### config.mk
export PLATFORM = sky130hd
export DESIGN_NAME = mips_muldiv_unit_flat
export DESIGN_NICKNAME = d
export VERILOG_FILES = /design/src/rtl/mips_muldiv_unit_pkg.sv /design/src/rtl/mips_muldiv_unit_if.sv /design/src/rtl/mips_muldiv_unit_step.sv /design/src/rtl/mips_muldiv_unit.sv /design/src/flat_wrapper.sv
export SDC_FILE = /design/constraint.sdc
export NUM_CORES = 1
export LEC_CHECK = 0
export ABC_AREA = 1
export CAP_MARGIN = 20
export CELL_PAD_IN_SITES_DETAIL_PLACEMENT = 0
export CELL_PAD_IN_SITES_GLOBAL_PLACEMENT = 1
export CORE_MARGIN = 1.5
export CORE_UTILIZATION = 40
export CTS_CLUSTER_SIZE = 24
export DETAILED_ROUTE_END_ITERATION = 7
export GPL_TIMING_DRIVEN = 1
export PLACE_DENSITY = 0.85
export SYNTH_ARGS = -nofsm -noshare
export SYNTH_HDL_FRONTEND = slang
export SYNTH_SLANG_ARGS = --single-unit
### constraint.sdc
create_clock -name clk -period 7.1 [get_ports clk]
set_input_delay 1.42 -clock clk [delete_from_list [all_inputs] [get_ports clk]]
set_output_delay 1.42 -clock clk [all_outputs]
set_load 0.05 [all_outputs]
### src/rtl/mips_muldiv_unit_pkg.sv
// rtl/mips_muldiv_unit_pkg.sv - shared types and constants for the HI/LO mul/div sequencer
package mips_muldiv_unit_pkg;

    localparam int MULDIV_ITERS = 32;

    typedef enum logic [1:0] {
        MD_MULT  = 2'b00,
        MD_MULTU = 2'b01,
        MD_DIV   = 2'b10,
        MD_DIVU  = 2'b11
    } muldiv_op_t;

    typedef enum logic [1:0] {
        MD_IDLE  = 2'b00,
        MD_ITER  = 2'b01,
        MD_FIXUP = 2'b10
    } muldiv_state_t;

    function automatic logic is_signed_op(input muldiv_op_t op);
        return (op == MD_MULT) || (op == MD_DIV);
    endfunction

    function automatic logic is_div_op(input muldiv_op_t op);
        return (op == MD_DIV) || (op == MD_DIVU);
    endfunction

endpackage

### src/rtl/mips_muldiv_unit_if.sv
// rtl/mips_muldiv_unit_if.sv - decoder-side bundle for the mul/div unit
interface mips_muldiv_unit_if
    import mips_muldiv_unit_pkg::*;
#(
    parameter int XLEN = 64
);
    logic            start;
    muldiv_op_t      op;
    logic [XLEN-1:0] rs_val;
    logic [XLEN-1:0] rt_val;
    logic            hilo_rd;
    logic            mthi;
    logic            mtlo;
    logic [XLEN-1:0] wdata;
    logic            flush;
    logic            busy;
    logic            stall_req;
    logic            done;
    logic [XLEN-1:0] hi;
    logic [XLEN-1:0] lo;

    modport master (
        output start, op, rs_val, rt_val, hilo_rd, mthi, mtlo, wdata, flush,
        input  busy, stall_req, done, hi, lo
    );

    modport slave (
        input  start, op, rs_val, rt_val, hilo_rd, mthi, mtlo, wdata, flush,
        output busy, stall_req, done, hi, lo
    );
endinterface

### src/rtl/mips_muldiv_unit_step.sv
// rtl/mips_muldiv_unit_step.sv - one shift-add / restoring shift-subtract iteration
module mips_muldiv_step #(
    parameter int OPW = 32
) (
    input  logic             div_i,
    input  logic [2*OPW-1:0] acc_i,
    input  logic [OPW-1:0]   b_i,
    output logic [2*OPW-1:0] acc_o
);
    logic [OPW:0]   sum;
    logic [OPW:0]   rem_sh;
    logic [OPW-1:0] diff;
    logic           fits;

    // acc holds {partial, operand}: mul shifts right, div shifts left with quotient bits
    always_comb begin
        sum    = {1'b0, acc_i[2*OPW-1:OPW]} + {1'b0, (acc_i[0] ? b_i : {OPW{1'b0}})};
        rem_sh = acc_i[2*OPW-1:OPW-1];
        fits   = rem_sh >= {1'b0, b_i};
        diff   = rem_sh[OPW-1:0] - b_i;
        if (div_i) begin
            if (fits) begin
                acc_o = {diff, acc_i[OPW-2:0], 1'b1};
            end else begin
                acc_o = {rem_sh[OPW-1:0], acc_i[OPW-2:0], 1'b0};
            end
        end else begin
            acc_o = {sum, acc_i[OPW-1:1]};
        end
    end
endmodule

### src/rtl/mips_muldiv_unit.sv
// rtl/mips_muldiv_unit.sv - MULT/MULTU/DIV/DIVU sequencer owning HI/LO; MULDIV_FAST_ZERO_EN skips iteration on zero operands
module mips_muldiv_unit
    import mips_muldiv_unit_pkg::*;
#(
    parameter int XLEN = 64,
    parameter int OPW  = MULDIV_ITERS
) (
    input logic               clk,
    input logic               reset,
    mips_muldiv_unit_if.slave bus
);
    localparam int CW = $clog2(OPW);

    muldiv_state_t    state_q, state_d;
    logic [CW-1:0]    cnt_q, cnt_d;
    logic [2*OPW-1:0] acc_q, acc_d;
    logic [OPW-1:0]   b_q, b_d;
    logic             is_div_q, is_div_d;
    logic             neg_q, neg_d;
    logic             rem_neg_q, rem_neg_d;
    logic             div0_q, div0_d;
    logic             done_q, done_d;
    logic [XLEN-1:0]  hi_q, hi_d;
    logic [XLEN-1:0]  lo_q, lo_d;

    logic [OPW-1:0]   a_raw, b_raw, a_mag, b_mag;
    logic             op_signed, op_div;
    logic [2*OPW-1:0] step_acc, prod;
    logic [OPW-1:0]   quo_f, rem_f, res_hi, res_lo;
    logic             unused_hi;

    assign a_raw     = bus.rs_val[OPW-1:0];
    assign b_raw     = bus.rt_val[OPW-1:0];
    assign op_signed = is_signed_op(bus.op);
    assign op_div    = is_div_op(bus.op);
    assign a_mag     = (op_signed && a_raw[OPW-1]) ? -a_raw : a_raw;
    assign b_mag     = (op_signed && b_raw[OPW-1]) ? -b_raw : b_raw;
    assign unused_hi = ^{bus.rs_val[XLEN-1:OPW], bus.rt_val[XLEN-1:OPW]};

    mips_muldiv_step #(.OPW(OPW)) u_step (
        .div_i (is_div_q),
        .acc_i (acc_q),
        .b_i   (b_q),
        .acc_o (step_acc)
    );

    // Magnitude results are corrected here; divide-by-zero forces an all-ones quotient
    always_comb begin
        prod   = neg_q ? -acc_q : acc_q;
        quo_f  = div0_q ? {OPW{1'b1}} : (neg_q ? -acc_q[OPW-1:0] : acc_q[OPW-1:0]);
        rem_f  = rem_neg_q ? -acc_q[2*OPW-1:OPW] : acc_q[2*OPW-1:OPW];
        res_hi = is_div_q ? rem_f : prod[2*OPW-1:OPW];
        res_lo = is_div_q ? quo_f : prod[OPW-1:0];
    end

    always_comb begin
        state_d   = state_q;
        cnt_d     = cnt_q;
        acc_d     = acc_q;
        b_d       = b_q;
        is_div_d  = is_div_q;
        neg_d     = neg_q;
        rem_neg_d = rem_neg_q;
        div0_d    = div0_q;
        done_d    = 1'b0;
        hi_d      = hi_q;
        lo_d      = lo_q;
        case (state_q)
            MD_IDLE: begin
                if (bus.mthi) hi_d = bus.wdata;
                if (bus.mtlo) lo_d = bus.wdata;
                if (bus.start) begin
                    state_d   = MD_ITER;
                    cnt_d     = CW'(OPW - 1);
                    acc_d     = {{OPW{1'b0}}, a_mag};
                    b_d       = b_mag;
                    is_div_d  = op_div;
                    neg_d     = op_signed && (a_raw[OPW-1] ^ b_raw[OPW-1]);
                    rem_neg_d = op_signed && a_raw[OPW-1];
                    div0_d    = op_div && (b_raw == '0);
`ifdef MULDIV_FAST_ZERO_EN
                    // Preload exactly what the full iteration would have produced
                    if (op_div ? (b_raw == '0) : ((a_raw == '0) || (b_raw == '0))) begin
                        state_d = MD_FIXUP;
                        acc_d   = op_div ? {a_mag, {OPW{1'b1}}} : '0;
                    end
`endif
                end
            end
            MD_ITER: begin
                acc_d = step_acc;
                if (cnt_q == '0) begin
                    state_d = MD_FIXUP;
                end else begin
                    cnt_d = cnt_q - 1'b1;
                end
            end
            MD_FIXUP: begin
                hi_d    = {{(XLEN-OPW){res_hi[OPW-1]}}, res_hi};
                lo_d    = {{(XLEN-OPW){res_lo[OPW-1]}}, res_lo};
                done_d  = 1'b1;
                state_d = MD_IDLE;
            end
            default: state_d = MD_IDLE;
        endcase
        if (bus.flush) begin
            state_d = MD_IDLE;
            done_d  = 1'b0;
            hi_d    = hi_q;
            lo_d    = lo_q;
        end
    end

    always_ff @(posedge clk) begin
        if (reset) begin
            state_q   <= MD_IDLE;
            cnt_q     <= '0;
            acc_q     <= '0;
            b_q       <= '0;
            is_div_q  <= 1'b0;
            neg_q     <= 1'b0;
            rem_neg_q <= 1'b0;
            div0_q    <= 1'b0;
            done_q    <= 1'b0;
            hi_q      <= '0;
            lo_q      <= '0;
        end else begin
            state_q   <= state_d;
            cnt_q     <= cnt_d;
            acc_q     <= acc_d;
            b_q       <= b_d;
            is_div_q  <= is_div_d;
            neg_q     <= neg_d;
            rem_neg_q <= rem_neg_d;
            div0_q    <= div0_d;
            done_q    <= done_d;
            hi_q      <= hi_d;
            lo_q      <= lo_d;
        end
    end

    assign bus.busy      = (state_q != MD_IDLE);
    assign bus.stall_req = bus.busy & (bus.start | bus.hilo_rd | bus.mthi | bus.mtlo);
    assign bus.done      = done_q;
    assign bus.hi        = hi_q;
    assign bus.lo        = lo_q;
endmodule

### src/flat_wrapper.sv
// flat-port wrapper written by rule: the top's interface ports become plain ports
module mips_muldiv_unit_flat import mips_muldiv_unit_pkg::*;
#(
    parameter int XLEN = 64,
    parameter int OPW  = MULDIV_ITERS
)
  (clk, reset, bus_start, bus_op, bus_rs_val, bus_rt_val, bus_hilo_rd, bus_mthi, bus_mtlo, bus_wdata, bus_flush, bus_busy, bus_stall_req, bus_done, bus_hi, bus_lo);
  mips_muldiv_unit_if #(.XLEN(XLEN)) bus_i ();
  input logic clk;
  input logic reset;
  input wire logic [$bits(bus_i.start)-1:0] bus_start;
  input wire logic [$bits(bus_i.op)-1:0] bus_op;
  input wire logic [$bits(bus_i.rs_val)-1:0] bus_rs_val;
  input wire logic [$bits(bus_i.rt_val)-1:0] bus_rt_val;
  input wire logic [$bits(bus_i.hilo_rd)-1:0] bus_hilo_rd;
  input wire logic [$bits(bus_i.mthi)-1:0] bus_mthi;
  input wire logic [$bits(bus_i.mtlo)-1:0] bus_mtlo;
  input wire logic [$bits(bus_i.wdata)-1:0] bus_wdata;
  input wire logic [$bits(bus_i.flush)-1:0] bus_flush;
  output wire logic [$bits(bus_i.busy)-1:0] bus_busy;
  output wire logic [$bits(bus_i.stall_req)-1:0] bus_stall_req;
  output wire logic [$bits(bus_i.done)-1:0] bus_done;
  output wire logic [$bits(bus_i.hi)-1:0] bus_hi;
  output wire logic [$bits(bus_i.lo)-1:0] bus_lo;
  assign bus_i.start = bus_start;
  assign bus_i.op = bus_op;
  assign bus_i.rs_val = bus_rs_val;
  assign bus_i.rt_val = bus_rt_val;
  assign bus_i.hilo_rd = bus_hilo_rd;
  assign bus_i.mthi = bus_mthi;
  assign bus_i.mtlo = bus_mtlo;
  assign bus_i.wdata = bus_wdata;
  assign bus_i.flush = bus_flush;
  assign bus_busy = bus_i.busy;
  assign bus_stall_req = bus_i.stall_req;
  assign bus_done = bus_i.done;
  assign bus_hi = bus_i.hi;
  assign bus_lo = bus_i.lo;
  mips_muldiv_unit #(.XLEN(XLEN), .OPW(OPW)) u_core (.clk(clk), .reset(reset), .bus(bus_i));
endmodule
---- Yosys cells after proc, flatten, opt, wreduce, memory -nomap -nowiden ----
Index checks and enable logic that the tools add are counted.
word-level totals
  memories ................................ 0
  bits in writable memories ............... 0
  ROM bits ................................ 0
  bits in latches ......................... 0
  output and inout port bits .............. 131
  word-level logic and storage cells ...... 79
  bits of input ports ..................... 201
  register bits after elaboration ......... 236
operators by class
  bitwise gates (word level) .............. 6
  divide/modulo/power cells ............... 0
  multiplexer cells ....................... 24
  shifts and indexed selects .............. 0
  magnitude comparators ................... 1
  $mul .................................... 0
  add/sub/neg operators ................... 8
  equal/unequal tests ..................... 9
  reduce and logical (&&, ||, !) cells .... 20
operators by type and width
  kind                                                                   count
  64-bit 2-to-1 mux                                                      6
  64-bit case mux with 2 select lines                                    3
  32-bit 2-to-1 mux                                                      8
  32-bit negator                                                         4
  64-bit negator                                                         1
  32-bit by 32-bit adder with 33-bit output                              1
  33-bit by 32-bit greater-or-equal comparator with 1-bit output         1
  32-bit logical NOT                                                     1
  32-bit subtractor                                                      1
  5-bit 2-to-1 mux                                                       2
  5-bit case mux with 2 select lines                                     1
  3-bit AND reduction                                                    3
  2-bit != test, second input constant                                   4
  2-bit equality test, second input constant                             3
  2-bit AND reduction                                                    3
  2-bit nonzero test                                                     3
  5-bit logical NOT                                                      1
  5-bit by 1-bit subtractor with 5-bit output, second input constant     1
  1-bit logical AND                                                      4
  2-bit logical NOT                                                      2
  2-bit 2-to-1 mux                                                       2
  2-bit case mux with 2 select lines                                     1
  1-bit bitwise OR                                                       3
  2-bit by 1-bit equality test with 1-bit output, second input constant  1
  7 further kinds                                                        8

---- Longest topological paths before layout ----
Gate-level depths: netlist (run 1).
  depth after elaboration ................. 6
  depth in mapped cells ................... 22
  gate-level depth less buffers ........... 20

---- Modules after synthesis ----
From an unflattened synthesis (run 1), not the netlist that was laid out.
unflattened totals
  cell total of the unflattened synthesis .. 3485
  area, all modules ....................... 20145.6 sq um
modules (own cells, without submodules)
  module            area each (sq um)  sequential area each (sq um)  cells each  instances
  mips_muldiv_unit  13993.4            4724.5                        2206        1
  mips_muldiv_step  6152.2             0.0                           1279        1

---- Least setup slack after synthesis (run 1) ----
Ideal clock, no wire load.
  kind .................................... input port to output port
  start ................................... input port bus_start
  end ..................................... output port bus_stall_req
  slack ................................... 3582 ps
  arrival ................................. 2098 ps
  path buffers ............................ 0
  data required time ...................... 5680 ps
  cell stages on the path ................. 2
  path through ............................ nor4_1 nor2_1
on the way
  cells in the longest elaborated chain, start to end .. 4
ends and longest elaborated chain
  item                            RTL line                 source
  start: declaration              flat_wrapper.sv:11       input wire logic [$bits(bus_i.start)-1:0] bus_start;
  1-bit bitwise OR (3 in series)  mips_muldiv_unit.sv:143  assign bus.stall_req = bus.busy & (bus.start | bus.hilo_rd | bus.mthi | bus.mtlo);
  1-bit bitwise AND               mips_muldiv_unit.sv:143
  end: declaration                flat_wrapper.sv:21       output wire logic [$bits(bus_i.stall_req)-1:0] bus_stall_req;
Every way passes these cells.

---- Final worst setup path (run 1) ----
  start ................................... input port bus_mthi
  end ..................................... output port bus_stall_req
on the way
  cells in the longest elaborated chain, start to end .. 3
ends and longest elaborated chain
  item                            RTL line                 source
  start: declaration              flat_wrapper.sv:16       input wire logic [$bits(bus_i.mthi)-1:0] bus_mthi;
  1-bit bitwise OR (2 in series)  mips_muldiv_unit.sv:143
  1-bit bitwise AND               mips_muldiv_unit.sv:143
Every way passes these cells.

==> flow_summary_export.csv, run 1 <==
group,metric,value,unit
synth,synth_area_per_cell,5.86,µm²
clock_tree,clkSinkCount,236,
layout,fin_nets,3829,
timing,final.setup.tns,0,ps
grt,grt_max_degree,108,
synth,synth-seq-cells,236,
timing,rsz0062_at_grt,"no",
drt,wl_met2,34.1,mm
worst_setup_path,path_class,"in2out",
worst_setup_path,crit_path_end_kind,"output pin",
grt,grt_overflow,0,
die,die_h,225,µm
drt,first_iter_violations,2530,
synth,synth_edf_count,0,
synth,postSynthCellCount,3374,
worst_hold_path,hold_path_end,"u_core.div0_q$_SDFFE_PP0P_",
worst_setup_path,crit_required,5680,ps
synth,yosysSeqAreaShare,23.9,%
layout,antennaDiodeCount,0,
die,die-area,50800,µm²
power_and_ir_drop,p_per_area,178,nW/µm²
timing,period_needed,4360,ps
drt,dr_wl_met3,8.23,mm
drt,vias_per_cell,5.53,
worst_setup_path,reg2reg_to,"u_core.acc_q[59]$_SDFFE_PP0P_",
synth,synth_most_common_cell,"nand2_1",
timing,max_slew_margin,30.6,%
clock_tree,cts_made_buffers,28,
clock_tree,cts-htree-levels,1,
clock_tree,post_cts_buffers,0,
worst_hold_path,hold_path_class,"reg2reg",
synth,synth.top_cell.area_share,23.9,%
placed_design,dp_hpwl,63.1,mm
drt,drt-total-wl,82.7,mm
timing,hold_ws,478,ps
worst_hold_path,hp-start,"u_core.div0_q$_SDFFE_PP0P_",
power_and_ir_drop,max-vdd-ir-drop,0.000160,V
die,ioPinCount,332,
timing,tightestPinTransition,1040,ps
placed_design,gp_congestion,1.02,
drt,top_layer_used,"met4",
worst_setup_path,r2r_cells,16,
clock_tree,cts_hold_buffers,0,
die,initial_core_util,40.5,%
placed_design,numPortBuffers,267,
power_and_ir_drop,leakage,11.1,nW
status,status,"finished, final reports clean",
synth,netlist_top_cells_area,"dfxtp_1, nand2_1, inv_1, a21oi_1, o21ai_0",
run,drv_cap,0,
worst_setup_path,rr_startpoint,"u_core.acc_q[35]$_SDFFE_PP0P_",
synth,yosysWarnings,0,
drt,m1WireLength,37.9,mm
grt,grt_pass1_wl,124,mm
die,rows,81,
grt,grt_pass1_vias,20948,
worst_hold_path,hold_depth,2,
drt,drc,0,
clock_tree,cts_buffer_depth,3,
worst_setup_path,path_max_fanout,2,
worst_setup_path,rrSetupSlack,3190,ps
die,die_w,225,µm
layout,drive_above_1_share,4.70,%
worst_setup_path,worst_ep_arrival_time,2940,ps
timing,finalSetupViolCount,0,
drt,drtAntennaViolNets,0,
clock_tree,cts_root_buffer,"clkbuf_16",
synth,yosys-top-cells-count,"nand2_1, inv_1, nor2_1, a21oi_1, o21ai_0",
drt,num_vias,23428,
worst_setup_path,startpoint_type,"input pin",
clock_tree,tritoncts,"done",
timing,clock_skew,18.2,ps
grt,grt.total_usage,31.5,%
synth,ys_types,59,
drt,routedWlPerCell,19.5,µm
timing,fmax,230,MHz
synth,synthesis.area,19800,µm²
synth,synthesis.nets,3647,
timing,slew_violations,0,
clock_tree,cts-resized-gates,0,
clock_tree,clock_latency,600,ps
drt,firstDrtPassIters,6,
synth,synthFlopType,"dfxtp_1",
die,core-area,48800,µm²
grt,antenna_found_initial,0,
timing,timing.final.crit_share,61.3,%
timing,final-hold-violation-count,0,
clock_tree,clk_pin_slew,60,ps
synth,synth-async-reset-ratio,0,%
synth,synth_area_leader_cell,"dfxtp_1",
layout,syn2layout_area_growth,20.7,%
## worst max-delay path by stage
stage / start / endpoint / slack (ps) / cells past startpoint
3_3_place_gp: bus_mthi / bus_stall_req / 2690 / 4
4_1_cts: bus_mthi / bus_stall_req / 2730 / 4
6_report: bus_mthi / bus_stall_req / 2740 / 4
2_1_floorplan: bus_start / bus_stall_req / 3580 / 2
5_1_grt: bus_mthi / bus_stall_req / 2660 / 4
3_5_place_dp: bus_mthi / bus_stall_req / 2740 / 4
## logic make-up after synthesis
| family | Yosys count | synth area share (%) |
|---|---|---|
| compound gates | 822 | 23.8 |
| xor+xnor | 31 | 1.41 |
| fa+ha+maj | 72 | 4.63 |
| buf+inv | 622 | 12.2 |
| flops | 236 | 23.9 |
| simple gates | 1591 | 34.1 |
## flip-flops by register name (all words and copies together), names as in the netlist
signal            count
u_core.acc_q         64
u_core.bus.hi        64
u_core.bus.lo        64
u_core.b_q           32
u_core.cnt_q          5
u_core.state_q        2
u_core.bus.done       1
u_core.div0_q         1
u_core.is_div_q       1
u_core.neg_q          1
u_core.rem_neg_q      1
## critical path, stage by stage
cell	delay [ps]
clkdlybuf4s50_1	460
nor4_1	290
nor2_1	70
clkdlybuf4s50_1	700
## per-stage QoR
step                      power [mW]  cells  cell area, µm²  utilization, %  worst slack (ps)
after floorplan                 2.35   3374           19800               -              3580
after global placement          2.81   4188           22900            46.9              2690
after detailed placement        2.82   4190           23000            47.0              2740
after CTS                       4.24   4238           23900            48.8              2730
after global routing            4.44   4238           23900            48.8              2660
final                           4.25   4238           23900            48.8              2740
## where the power goes
| part | total [mW] | switching, mW | internal, mW |
|---|---|---|---|
| clock | 1.42 | 0.624 | 0.801 |
| combinational | 1.31 | 0.892 | 0.423 |
| sequential | 1.51 | 0.0948 | 1.42 |
| total | 4.25 | 1.61 | 2.64 |
## layout make-up
type | count | area (µm²)
inverters | 473 | 1780
fillers | 5290 | 25000
well taps | 664 | 831
clock inverters | 6 | 68.8
clock buffers | 42 | 823
repair buffers | 301 | 2950
flip-flops and latches | 236 | 4730
multi-input cells | 2516 | 12700
## cell usage in the layout (no fill, tap or decap), types with 9 or more instances in the layout
cell,instances
a21oi_1,342
clkdlybuf4s50_1,266
o211ai_1,18
or2_2,12
a21oi_4,27
nand3b_1,12
xor2_1,24
o21bai_1,14
o31ai_1,13
nand2_1,794
dfxtp_1,234
inv_1,457
clkbuf_16,28
nand4_1,39
nand3_1,275
ha_1,70
nor2_1,375
buf_4,32
a31oi_1,37
inv_2,12
o21ai_1,17
nor3_1,39
a21o_1,9
o21ai_0,311
## layer usage
metal,vias to the layer above,track usage [%]
met2,1060,46.4
li1,11411,-
met4,0,8.55
met1,10836,46.5
met5,-,0
met3,121,5.75
(Power assumes the default switching activity.)
==> run 2, diff against run 1 <==
--- a/config.mk
+++ b/config.mk
@@ -10,11 +10,11 @@
 export CELL_PAD_IN_SITES_DETAIL_PLACEMENT = 0
 export CELL_PAD_IN_SITES_GLOBAL_PLACEMENT = 1
 export CORE_MARGIN = 1.5
-export CORE_UTILIZATION = 40
+export CORE_UTILIZATION = 34
 export CTS_CLUSTER_SIZE = 24
 export DETAILED_ROUTE_END_ITERATION = 7
 export GPL_TIMING_DRIVEN = 1
-export PLACE_DENSITY = 0.85
+export PLACE_DENSITY = 0.77
 export SYNTH_ARGS = -nofsm -noshare
 export SYNTH_HDL_FRONTEND = slang
 export SYNTH_SLANG_ARGS = --single-unit
==> constraint.sdc (replaced) <==
create_clock -name clk -period 3.95 [get_ports clk]
set_input_delay 0.79 -clock clk [delete_from_list [all_inputs] [get_ports clk]]
set_output_delay 0.79 -clock clk [all_outputs]
set_load 0.05 [all_outputs]
==> run 2 against run 1 <==
Cell count up 3.1%; clock power rose by 92%; first-iteration DRC count down 7.9%; worst setup slack got worse by 1900 ps; utilization is 6.6 points lower.
==> flow_summary_export.csv, run 2 (synthesis results as in run 1) <==
group,metric,value,unit
status,status,"finished, final reports clean",
worst_setup_path,crit_required,3160,ps
clock_tree,clock_latency,600,ps
worst_setup_path,startpoint_type,"input pin",
layout,fin_nets,3856,
power_and_ir_drop,leakage,11.3,nW
drt,drt-total-wl,82.8,mm
run,drv_cap,0,
worst_setup_path,r2r_cells,15,
grt,grt.total_usage,26.9,%
worst_setup_path,crit_end,"bus_stall_req",
layout,final-seq-area,4730,µm²
drt,drc,0,
drt,firstDrtPassIters,5,
timing,tightestPinTransition,1090,ps
die,ioPinCount,332,
grt,antenna_found_initial,0,
placed_design,gp_congestion,0.943,
worst_setup_path,crit_path_end_kind,"output pin",
worst_setup_path,worst_path_max_delay_cell,"clkdlybuf4s50_1",
worst_setup_path,path_max_fanout,2,
worst_setup_path,worst_ep_arrival_time,2300,ps
timing,slew_violations,0,
layout,multi_input_area,12700,µm²
die,die_h,244,µm
die,initial_core_util,34.3,%
placed_design,dp_hpwl,64.3,mm
placed_design,numPortBuffers,267,
worst_hold_path,hold_path_class,"reg2reg",
clock_tree,post_cts_buffers,0,
drt,drtAntennaViolNets,0,
clock_tree,cts-resized-gates,0,
layout,n_fill_cell,6269,
power_and_ir_drop,power,7.81,mW
placed_design,place_area,23300,µm²
timing,max_slew_margin,27.3,%
layout,antennaDiodeCount,0,
worst_setup_path,rr_startpoint,"u_core.b_q[8]$_SDFFE_PP0P_",
clock_tree,clkSinkCount,236,
die,die-area,59600,µm²
layout,postLayoutCoreUtil,42.2,%
grt,grt_pass1_vias,20540,
timing,final.setup.tns,0,ps
drt,routedWlPerCell,19.0,µm
timing,period_needed,3090,ps
worst_setup_path,crit_start,"bus_mthi",
clock_tree,cts-htree-levels,1,
power_and_ir_drop,p_per_area,322,nW/µm²
worst_setup_path,rrSetupSlack,860,ps
clock_tree,cts_hold_buffers,0,
timing,finalSetupViolCount,0,
clock_tree,clk_pin_slew,70,ps
timing,final-hold-violation-count,0,
clock_tree,cts_made_buffers,29,
timing,fmax,324,MHz
worst_setup_path,path_class,"in2out",
power_and_ir_drop,max-vdd-ir-drop,0.000308,V
timing,timing.final.crit_share,78.2,%
grt,grt_pass1_wl,126,mm
timing,clock_skew,21.0,ps
layout,fin_area,24300,µm²
worst_setup_path,reg2reg_to,"u_core.acc_q[59]$_SDFFE_PP0P_",
drt,vias_per_cell,5.21,
layout,final_common_cell,"nand2_1",
worst_setup_path,crit_chain,"clkdlybuf4s50_1 > nor4_1 > nor2_1 > clkdlybuf4s50_1",
timing,rsz0062_at_grt,"no",
worst_setup_path,slowest_delay,700,ps
clock_tree,cts_buffer_depth,3,
grt,grt_max_degree,72,
clock_tree,cts_root_buffer,"clkbuf_16",
die,core-area,57600,µm²
drt,first_iter_violations,2329,
worst_setup_path,crit_top_cell,"clkdlybuf4s50_1",
layout,syn2layout_area_growth,22.9,%
layout,drive_above_1_share,5.58,%
drt,num_vias,22736,
die,rows,88,
die,die_w,244,µm
layout,final_cell_mix,"nand2_1, inv_1, nor2_1",
grt,grt_overflow,0,
clock_tree,tritoncts,"done",
-- run 2: worst min-delay path by stage --
| stage | from | to | cells after the start | slack, ps |
|---|---|---|---|---|
| after floorplan | u_core.div0_q$_SDFFE_PP0P_ | u_core.div0_q$_SDFFE_PP0P_ | 2 | 450 |
| after global placement | u_core.cnt_q[4]$_SDFFE_PP0P_ | u_core.cnt_q[4]$_SDFFE_PP0P_ | 2 | 470 |
| after detailed placement | u_core.cnt_q[4]$_SDFFE_PP0P_ | u_core.cnt_q[4]$_SDFFE_PP0P_ | 2 | 480 |
| after CTS | u_core.cnt_q[4]$_SDFFE_PP0P_ | u_core.cnt_q[4]$_SDFFE_PP0P_ | 2 | 490 |
| after global routing | u_core.cnt_q[4]$_SDFFE_PP0P_ | u_core.cnt_q[4]$_SDFFE_PP0P_ | 2 | 510 |
| final | u_core.cnt_q[4]$_SDFFE_PP0P_ | u_core.cnt_q[4]$_SDFFE_PP0P_ | 2 | 480 |
-- run 2: through the flow --
step | setup WS (ps) | hold slack [ps] | std cells
after global placement | 776 | 473 | 4317
final | 861 | 478 | 4368
after CTS | 851 | 485 | 4368
after detailed placement | 748 | 477 | 4317
after floorplan | 1430 | 445 | 3374
after global routing | 633 | 513 | 4368
-- run 2: worst max-delay path: cells and delay by family --
family	cells	cell delay, ps
buffers and inverters	2	1160
and+or+nand+nor	2	350
-- run 2: area by class of cell --
cell class,instances,share of cell area (%)
well taps,765,3.94
repair buffers,327,13.1
clock inverters,7,0.227
inverters,473,7.32
multi-input cells,2516,52.2
clock buffers,44,3.72
flip-flops and latches,236,19.5
-- run 2: routing by layer --
layer | vias to the layer above | routed length [µm] | track usage, % | part of all wire (%)
met5 | - | 0 | 0 | 0
met4 | 0 | 2180 | 6.94 | 2.6
met3 | 97 | 6510 | 3.49 | 7.9
met2 | 861 | 34300 | 39.5 | 41
met1 | 10315 | 39900 | 40.8 | 48
li1 | 11463 | - | - | -
-- run 2: power breakdown --
group / total (mW) / switching [mW] / internal (mW)
combinational: 2.39 / 1.61 / 0.780
sequential: 2.71 / 0.157 / 2.55
clock: 2.72 / 1.15 / 1.57
==> run 3, diff against run 2 <==
==> constraint.sdc (replaced) <==
create_clock -name clk -period 2.63 [get_ports clk]
set_input_delay 0.526 -clock clk [delete_from_list [all_inputs] [get_ports clk]]
set_output_delay 0.526 -clock clk [all_outputs]
set_load 0.05 [all_outputs]
==> run 3 against run 2 <==
Worst setup slack worse by 770 ps; clock power rose by 49%; critical path depth up 11; sequential share of layout area is 1.3 points lower; first-iteration DRC count shrank 14%; power rose by 54%; critical path type is now reg2reg; critical endpoint is now u_core.acc_q[58]$_SDFFE_PP0P_; largest power group unchanged.
==> flow_summary_export.csv, run 3 (synthesis results as in run 1) <==
group,metric,value,unit
status,status,"finished, final reports clean",
timing,final-hold-violation-count,0,
placed_design,numPortBuffers,267,
timing,period_needed,2530,ps
die,die_h,244,µm
layout,fin_area,26100,µm²
timing,timing.final.crit_share,96.4,%
drt,routedWlPerCell,18.8,µm
clock_tree,cts_root_buffer,"clkbuf_16",
drt,first_iter_violations,2000,
worst_hold_path,hold_path_end,"u_core.acc_q[1]$_SDFFE_PP0P_",
layout,postLayoutCoreUtil,45.2,%
worst_hold_path,hold_path_class,"in2reg",
clock_tree,tritoncts,"done",
worst_setup_path,rrSetupSlack,100,ps
die,initial_core_util,34.3,%
layout,final_cell_mix,"nand2_1, inv_1, nor2_1",
drt,drtAntennaViolNets,0,
worst_hold_path,hold_depth,4,
clock_tree,post_cts_buffers,0,
clock_tree,cts_hold_buffers,0,
grt,antenna_found_initial,0,
grt,grt.total_usage,27.6,%
die,rows,88,
timing,hold_ws,314,ps
layout,final-seq-area,4740,µm²
die,die-area,59600,µm²
drt,firstDrtPassIters,8,
layout,final_common_cell,"nand2_1",
layout,final_cells,4547,
die,core-area,57600,µm²
clock_tree,clk_pin_slew,70,ps
drt,num_vias,23549,
power_and_ir_drop,p_per_area,463,nW/µm²
timing,tightestPinTransition,721,ps
worst_setup_path,worst_ep_arrival_time,3040,ps
worst_setup_path,reg2reg_to,"u_core.acc_q[58]$_SDFFE_PP0P_",
grt,grt_overflow,0,
drt,vias_per_cell,5.18,
worst_hold_path,hp-start,"reset",
worst_setup_path,r2r_cells,15,
die,ioPinCount,332,
placed_design,dp_cells,4491,
run,drv_cap,0,
clock_tree,cts-htree-levels,1,
worst_setup_path,path_class,"reg2reg",
clock_tree,clock_latency,610,ps
layout,syn2layout_area_growth,31.8,%
timing,final.setup.tns,0,ps
clock_tree,clkSinkCount,236,
grt,grt_pass1_wl,129,mm
layout,n_fill_cell,6184,
layout,fin_nets,4031,
grt,grt_pass1_vias,21305,
die,die_w,244,µm
worst_setup_path,crit_path_end_kind,"register",
timing,fmax,395,MHz
timing,finalSetupViolCount,0,
grt,grt_max_degree,85,
timing,rsz0062_at_grt,"yes",
timing,max_slew_margin,52.0,%
worst_setup_path,path_max_fanout,10,
clock_tree,cts_buffer_depth,3,
timing,slew_violations,0,
placed_design,gp_congestion,0.971,
timing,clock_skew,32.3,ps
drt,drt-total-wl,85.7,mm
worst_setup_path,rr_startpoint,"u_core.b_q[13]$_SDFFE_PP0P_",
clock_tree,cts_made_buffers,30,
placed_design,place_area,24800,µm²
power_and_ir_drop,max-vdd-ir-drop,0.000500,V
worst_setup_path,crit_required,3140,ps
worst_setup_path,crit_start,"u_core.b_q[13]$_SDFFE_PP0P_",
placed_design,dp_hpwl,67.0,mm
worst_setup_path,startpoint_type,"register",
layout,multi_input_area,13000,µm²
drt,drc,0,
power_and_ir_drop,leakage,12.2,nW
layout,drive_above_1_share,11.6,%
run 3: cell types whose count changed in the layout (fill, tap and decap cells not counted), moves of 7 or more:
cell and change:
buf_4 +161, ha_1 -15, nor2_1 -15, nor2_2 +13
buf_12 +12, a21oi_1 -8, a21oi_2 +8, ha_4 +8
ha_2 +7, nand2_1 -7
run 3: metrics by stage:
step / worst slack (ps) / total power [mW]
final: 95.5 / 12.1
after global routing: -30.3 / 12.6
after CTS: 19.8 / 12.0
after detailed placement: -20.0 / 7.98
after global placement: 23.0 / 7.97
after floorplan: 110 / 6.36
run 3: timing repair:
action	4_1_cts	5_1_grt
gates resized for setup	2	75
setup endpoints to repair	2	36
pin swaps	0	0
run 3: final cells by class:
type / count / share of cell area [%]
flip-flops and latches: 236 / 18.2
clock inverters: 12 / 0.403
diodes: 1 / 0.00961
repair buffers: 501 / 17.9
well taps: 765 / 3.67
inverters: 473 / 6.83
clock buffers: 43 / 3.22
multi-input cells: 2516 / 49.8
run 3: how the worst max path moves through the flow:
stage               depth (start not counted)                       endpoint
CTS                                        16  u_core.acc_q[50]$_SDFFE_PP0P_
detailed placement                         15  u_core.acc_q[22]$_SDFFE_PP0P_
finish                                     15  u_core.acc_q[58]$_SDFFE_PP0P_
floorplan                                  21  u_core.acc_q[61]$_SDFFE_PP0P_
global route                               18  u_core.acc_q[61]$_SDFFE_PP0P_
global placement                           19  u_core.acc_q[61]$_SDFFE_PP0P_
run 3: per-layer routing:
metal  vias up  GRT usage, %  part of all wire [%]  wire length (µm)
met5         -             0                     0                 0
met4         0          7.39                   2.9              2490
met3       122          3.92                   7.3              6260
met2       888          42.0                    42             36400
met1     10722          40.2                    47             40500
li1      11817             -                     -                 -
run 3: report_power, final:
part	internal, mW	total [mW]	switching (mW)
Clock	2.23	4.05	1.82
Combinational	1.43	3.97	2.54
Sequential	3.83	4.04	0.211
Total	7.49	12.1	4.57
run 3: worst max-delay path, cell delays in order (launching register included):
cell	delay [ps]
dfxtp_1	380
inv_1	90
ha_1	340
nand2_1	130
nor2_1	180
nand2_1	110
nor2_2	130
nand3_1	120
nand2_1	140
nor2_4	60
nand2_2	140
buf_12	150
nand3_1	190
nand3_1	120
nand2_1	50
a21oi_1	120
